## config.mk

```make
export PLATFORM = sky130hd
export DESIGN_NAME = stream_mux_n_to_1
export DESIGN_NICKNAME = d
export VERILOG_FILES = /design/src/rtl/mux_pkg.sv /design/src/rtl/stream_mux_n_to_1_rr_arbiter.sv /design/src/rtl/stream_mux_n_to_1.sv
export SDC_FILE = /design/constraint.sdc
export NUM_CORES = 1
export LEC_CHECK = 0
export ABC_AREA = 0
export CELL_PAD_IN_SITES_DETAIL_PLACEMENT = 0
export CELL_PAD_IN_SITES_GLOBAL_PLACEMENT = 1
export CORE_ASPECT_RATIO = 0.7
export CORE_UTILIZATION = 32
export CTS_BUF_LIST = sky130_fd_sc_hd__clkbuf_4 sky130_fd_sc_hd__clkbuf_8
export DETAILED_ROUTE_END_ITERATION = 10
export PLACE_DENSITY_LB_ADDON = 0.3
export SLEW_MARGIN = 15
export SYNTH_ARGS = -nofsm -noshare
export SYNTH_HDL_FRONTEND = slang
export SYNTH_SLANG_ARGS = --single-unit
```

## constraint.sdc

```tcl
create_clock -name Clk -period 8.8 [get_ports Clk]
set_input_delay 2.2 -clock Clk [delete_from_list [all_inputs] [get_ports Clk]]
set_output_delay 2.2 -clock Clk [all_outputs]
set_load 0.01 [all_outputs]
```

## src/rtl/mux_pkg.sv

```systemverilog
// Shared types for the N-to-1 stream multiplexer: select mode, output register state
// and the wrap-around index step used by both the arbiter and the pointer update.
package mux_pkg;

  typedef enum logic {
    MODE_FIXED = 1'b0,
    MODE_RR    = 1'b1
  } mux_mode_e;

  typedef enum logic {
    ST_EMPTY = 1'b0,
    ST_FULL  = 1'b1
  } out_state_e;

  function automatic int next_idx(input int idx, input int n);
    return (idx >= n - 1) ? 0 : idx + 1;
  endfunction

endpackage

```

## src/rtl/stream_mux_n_to_1_rr_arbiter.sv

```systemverilog
// Combinational round-robin find-first: returns the first requesting channel
// at or after Ptr, wrapping from N-1 back to 0.
module rr_arbiter
  import mux_pkg::*;
#(
  parameter  int N    = 8,
  localparam int SELW = $clog2(N)
) (
  input  logic [N-1:0]    Req,
  input  logic [SELW-1:0] Ptr,
  output logic [SELW-1:0] Gnt,
  output logic            GntOk
);

  always_comb begin
    int idx;
    Gnt   = '0;
    GntOk = 1'b0;
    idx   = int'(Ptr);
    // An out-of-range pointer cannot occur in normal use; restart the scan at 0 if it does.
    if (idx >= N) idx = 0;
    for (int k = 0; k < N; k++) begin
      if (!GntOk && Req[idx]) begin
        GntOk = 1'b1;
        Gnt   = SELW'(idx);
      end
      idx = next_idx(idx, N);
    end
  end

endmodule

```

## src/rtl/stream_mux_n_to_1.sv

```systemverilog
// N-channel registered stream multiplexer: one channel granted per cycle (fixed select
// or round-robin), the chosen word is held in a single output register with its channel.
module stream_mux_n_to_1
  import mux_pkg::*;
#(
  parameter  int N    = 8,
  parameter  int W    = 8,
  localparam int SELW = $clog2(N)
) (
  input  logic              Clk,
  input  logic              ResetN,
  input  logic              Mode,
  input  logic [SELW-1:0]   Sel,
  input  logic [N-1:0]      InValid,
  input  logic [N*W-1:0]    InData,
  output logic [N-1:0]      InReady,
  output logic              OutValid,
  input  logic              OutReady,
  output logic [W-1:0]      OutData,
  output logic [SELW-1:0]   OutChan,
  output out_state_e        DbgState,
  output logic [SELW-1:0]   DbgPtr
);

  // Handshake: a word moves on an edge where valid & ready are both high. Producers hold
  // valid/data until ready; InReady depends combinationally on the output register state.

  out_state_e      state;
  logic [SELW-1:0] ptr;
  logic [SELW-1:0] rr_gnt;
  logic            rr_ok;
  logic [SELW-1:0] gnt;
  logic            gnt_ok;
  logic            gnt_valid;
  logic [W-1:0]    gnt_data;
  logic            space;
  logic            accept;
  mux_mode_e       mode;

  assign mode = mux_mode_e'(Mode);

  rr_arbiter #(.N(N)) u_rr_arbiter (
    .Req   (InValid),
    .Ptr   (ptr),
    .Gnt   (rr_gnt),
    .GntOk (rr_ok)
  );

  always_comb begin
    if (mode == MODE_RR) begin
      gnt    = rr_gnt;
      gnt_ok = rr_ok;
    end else begin
      gnt    = Sel;
      gnt_ok = (int'(Sel) < N);
    end
  end

  assign space = (state == ST_EMPTY) || OutReady;

  // Decode by comparison so a select beyond N-1 simply matches no channel.
  always_comb begin
    gnt_valid = 1'b0;
    gnt_data  = '0;
    InReady   = '0;
    for (int i = 0; i < N; i++) begin
      if (gnt == SELW'(i)) begin
        gnt_valid  = InValid[i];
        gnt_data   = InData[i*W +: W];
        InReady[i] = gnt_ok & space;
      end
    end
  end

  assign accept = gnt_ok & gnt_valid & space;

  always_ff @(posedge Clk) begin
    if (!ResetN) begin
      state   <= ST_EMPTY;
      OutData <= '0;
      OutChan <= '0;
      ptr     <= '0;
    end else begin
      case (state)
        ST_EMPTY: if (accept) state <= ST_FULL;
        ST_FULL:  if (OutReady && !accept) state <= ST_EMPTY;
        default:  state <= ST_EMPTY;
      endcase
      if (accept) begin
        OutData <= gnt_data;
        OutChan <= gnt;
        if (mode == MODE_RR) ptr <= SELW'(next_idx(int'(gnt), N));
      end
    end
  end

  assign OutValid = (state == ST_FULL);
  assign DbgState = state;
  assign DbgPtr   = ptr;

endmodule
```

# == After elaboration in Yosys (flattened, before gate mapping) ==
# Cells that the tools add are included.
# classes
eq_ne,7
n_addsub,8
order_cmp,16
muxes,76
shift,0
bitwise,4
multipliers,0
n_div,0
n_reduce_logical,19
# ops
operator,n
$lt 32x5->1 const B,7
$mux 32,7
$add 32x2->32 const B,6
$ge 32x4->1 const B,6
$mux 8,8
$mux 1,42
$mux 3,10
$bmux 1 s3,8
$eq 3x3->1 const B,4
$logic_and 1x1->1,8
$logic_not 1->1,8
$eq 3x2->1 const B,2
$ge 3x3->1 const B,2
$add 3x1->4 const B,1
$lt 3x4->1 const B,1
$add 3x1->3 const B,1
$and 1x1->1,3
$eq 3x1->1 const B,1
$logic_not 3->1,1
$pmux 1 s2,1
$reduce_and 2->1,1
$logic_or 1x1->1,1
$not 1->1,1
# totals
mem_bits_rw,0
in_bits,79
out_inout_bits,24
mem_bits_ro,0
n_memories,0
regBits,15
latch_bits,0

# == Longest topological paths before layout ==
# logic_depth
word_depth,41
mapped_depth,30
ltp_nobuf,26

# == Modules after synthesis ==
# From an unflattened synthesis, not the netlist that was laid out.
# unflattened
hier_cells,466
hier_area_um2,3372.0
# by_module_without_submodules
mod,area_per_inst_um2,cells_per_inst,seq_area_each_um2,n_inst
rr_arbiter,1770.4,241,0.0,1
stream_mux_n_to_1,1601.5,225,300.3,1

# == Worst setup path after synthesis ==
# Ideal clock, no wire load.
# synth_path
path_type,in2out
from,input InValid[3]
to,output InReady[7]
required_time_ps,6600
slack_ps,1109
t_arrival_ps,5491
path_stages,14
path_buffers,3
path_cell_list,mux4_2 > mux2i_2 > nand2_1 > a211oi_2 > nand4bb_4 > or4_1 > o311a_1 > a21bo_1 > buf_6 > inv_2 > buf_2 > ha_1 > clkbuf_1 > and2_1
# synth_via
elab_chain_len,27
# synth_lines
element,line_no,text
from (decl),stream_mux_n_to_1.sv:14,"input logic [N-1:0] InValid,"
$bmux 1 s3,stream_mux_n_to_1_rr_arbiter.sv:23,if (!GntOk && Req[idx]) begin
$mux 1 (not written as such),stream_mux_n_to_1_rr_arbiter.sv:23,
$mux 1,stream_mux_n_to_1_rr_arbiter.sv:23,
$logic_not 1->1,stream_mux_n_to_1_rr_arbiter.sv:23,
$logic_and 1x1->1,stream_mux_n_to_1_rr_arbiter.sv:23,
$mux 1,stream_mux_n_to_1_rr_arbiter.sv:23,
$logic_not 1->1,stream_mux_n_to_1_rr_arbiter.sv:23,
$logic_and 1x1->1,stream_mux_n_to_1_rr_arbiter.sv:23,
[12 not listed],n/a,
$mux 1,stream_mux_n_to_1_rr_arbiter.sv:23,
$logic_not 1->1,stream_mux_n_to_1_rr_arbiter.sv:23,
$logic_and 1x1->1,stream_mux_n_to_1_rr_arbiter.sv:23,
$mux 3 *,stream_mux_n_to_1_rr_arbiter.sv:23,
$mux 3 *,stream_mux_n_to_1.sv:50,if (mode == MODE_RR) begin
net gnt[2],stream_mux_n_to_1.sv:32,logic [SELW-1:0] gnt;
$eq 3x3->1 *,stream_mux_n_to_1.sv:67,if (gnt == SELW'(i)) begin
$mux 1 *,stream_mux_n_to_1.sv:67,
to (decl),stream_mux_n_to_1.sv:16,"output logic [N-1:0] InReady,"
# The timed path passes the listed nets; every way through them passes the cells marked *. The select of a mux whose other input is x is not followed.

# == Worst setup path in the final report ==
# layout_path
from,input InValid[3]
to,output InReady[6]
# Same word-level chain as after synthesis.

==> results.md <==
- Status: complete, no violations
- Antenna Violating Nets Remaining: 0
- CTS Buf Count: 3
- Die height: 80.0 µm
- Largest net degree at the start of global routing: 35
- Global-route wire length before repair: 16.8 mm
- H-tree depth: 1
- Power Density: 345 nW/µm²
- Worst clock skew: 0.00271 ns
- Async set-reset flop share out of synthesis: 0
- Worst relative slew slack: 0.371
- Hold EP: OutData[0]$_SDFFE_PN0P_
- Arr. time, crit path: 6.21 ns
- Crit Path Class: in2out
- Netlist cell types: 76
- CTS Buffer Depth: 2
- Pre-antenna DRT Iters: 4
- Unrepaired setup endpoints after global routing: no
- # IOs: 103
- CTS clk-pin slew, worst paths: 0.05 ns
- Final Max Tran Viols: 0
- CP startpoint kind: input port
- Met3 Use GR: 0.0182
- Cts hold-fix bufs: 0
- Seq cells post-synth: 15
- Pin slew with the least headroom to its limit: 0.932 ns
- # rows: 28
- Sink Count: 15
- Yosys warns: 0
- Initial DRC count: 406
- Gr usage total: 0.233
- Routed len/inst: 18.5 µm
- Number of global-route vias before repair: 3104
- Design Power: 1.37 mW
- DR vias: 3408
- Routability congestion estimate from global placement: 0.981
- Sequential-to-total area share from yosys stat: 0.108
- Synth top area share: 0.108
- Max Fanout on Critical Path: 8
- GR Util met1: 0.373
- Final std cell area, no fill: 3960 µm²
- Buffers on Ports: 102
- Worst R2R Setup Slack: 1.84 ns
- Placed cell areas: 3910 µm²
- Routed WL: 11.0 mm
- Critical R2R Launch: DbgPtr[0]$_SDFFE_PN0P_
- Max Cap Viol: 0
- Fmax: 119 MHz
- Area growth syn-to-layout: 42.5%
- CP endpoint kind: output pin
- Fill count: 846
- Worst hold path type: reg2reg
- Hold slack: 0.460 ns
- Core area: 8440 µm²
- Initial antenna violation count: 0
- Final setup vio count: 0
- Nets@finish: 566
- Root buffer cell: clkbuf_8
- Most instantiated library cell after synthesis: a21oi_1
- Initial Util: 0.329
- Top Usage Layer GRT: met1
- HPWL Detailed: 8.65 mm
- Net count after synthesis: 474
- Minimum clock period: 8.41 ns
- Clk_lat worst skew: 0.24 ns
- Synthesized area per cell: 7.26 µm²
- Peak VDD IR: 0.132 mV
- Final worst-path cycle share: 0.955
- Share of layout cells above drive strength 1: 0.0928
- ANT cells: 0
- Synth Flop Type: dfxtp_1
- Synthesized cell area: 2780 µm²
- Synth area leaders: dfxtp_1 11%, a21oi_1 8.1%, nor2_1 5.7%
- Sum Neg Setup Slack: 0 ns
- Hold Vio Cnt, Final: 0
- Post-synth EDFFs: 0
- Grt ovf: 0
- Die X: 113 µm
- Die area: 9070 µm²
- Vias/cell: 5.74
- Hold path start: OutData[0]$_SDFFE_PN0P_
- Leak pwr: 1.47 nW
- Remaining DRCs: 0
- R2r endpoint: OutData[1]$_SDFFE_PN0P_
- Dominant cell type by area after synthesis: dfxtp_1
- WHS Path Cells: 1
- Syn Inst Count: 383
- Required time worst endpoint: 6.60 ns
- Post-synth top cells: 45 x a21oi_1, 42 x nor2_1, 23 x nand2_1
- Path depth of the worst reg2reg path: 27
- Met2 usage: 0.339
- CTS tree: done
routing by layer:
metal,up-vias,part of all wire,routed length (µm)
met5,-,0,0
met1,1608,0.52,5750
met3,4,0.070,763
li1,1658,-,-
met2,138,0.40,4440
met4,0,0.0025,27
metrics by stage:
stage,worst slack (ns),utilization,std cells
floorplan,1.11,-,383
global placement,0.436,0.463,590
detailed placement,0.369,0.463,590
CTS,0.362,0.468,594
global route,0.0731,0.469,594
finish,0.395,0.469,594
cells by family after synthesis:
family | Yosys count | share of synthesized area
DFF | 15 | 0.108
muxes | 23 | 0.110
xor gates and xnor gates | 4 | 0.0176
AOI/OAI and AO/OA | 143 | 0.368
buffers and inverters | 47 | 0.0761
adders and majority gates | 12 | 0.0540
and+or+nand+nor | 139 | 0.267
worst max-delay path: stages:
cell and delay, ns:
clkdlybuf4s50_1 0.53, mux4_2 0.57, mux2i_4 0.24, nand2_1 0.16
a211oi_2 0.33, nand4bb_4 0.20, nand4b_1 0.29, a21oi_1 0.24
a311oi_1 0.12, buf_4 0.19, inv_1 0.08, ha_1 0.23
inv_1 0.13, nor2_1 0.13, clkdlybuf4s50_1 0.54
worst max-delay path by stage:
stage | from | to | slack (ns) | depth (start not counted)
after detailed placement | InValid[3] | InReady[6] | 0.37 | 15
final | InValid[3] | InReady[6] | 0.39 | 15
after global routing | InValid[3] | InReady[6] | 0.07 | 15
after CTS | InValid[3] | InReady[6] | 0.36 | 15
after global placement | InValid[0] | InReady[0] | 0.44 | 12
after floorplan | InValid[3] | InReady[7] | 1.11 | 14
registers in the layout, indices dropped and copies added (netlist names):
name      flops
OutData       8
DbgPtr        3
DbgState      1
OutChan       3
placed cells by master (no fill, tap or decap), drive strengths merged, types with 4 or more instances in the layout:
cell type,instances
a211oi,10
a21o,4
a21oi,48
a221oi,4
a32o,9
and2,5
and3,16
buf,12
clkbuf,4
clkdlybuf4s50,102
dfxtp,15
ha,12
inv,20
mux2,4
mux2i,14
mux4,5
nand2,24
nand2b,6
nand3,11
nor2,43
nor2b,5
nor3,7
o211ai,13
o21ai,13
o311ai,5
or3,7
power breakdown:
group | switching, mW | internal, mW
combinational | 0.700 | 0.492
clock | 0.0215 | 0.0350
sequential | 0.0197 | 0.0977
total | 0.741 | 0.625
cell type report:
type | instances | area [µm²] | area share
well taps | 120 | 150 | 0.0379
clock buffers | 4 | 48.8 | 0.0123
multi-input cells | 321 | 2280 | 0.575
inverters | 20 | 75.1 | 0.0189
repair buffers | 114 | 1110 | 0.280
flip-flops and latches | 15 | 300 | 0.0758
repair_timing:
action	4_1_cts	5_1_grt
endpoints found under the setup margin	0	1
buffers inserted	0	0
gates resized for setup	0	1
Power figures use the tool's default switching activity.
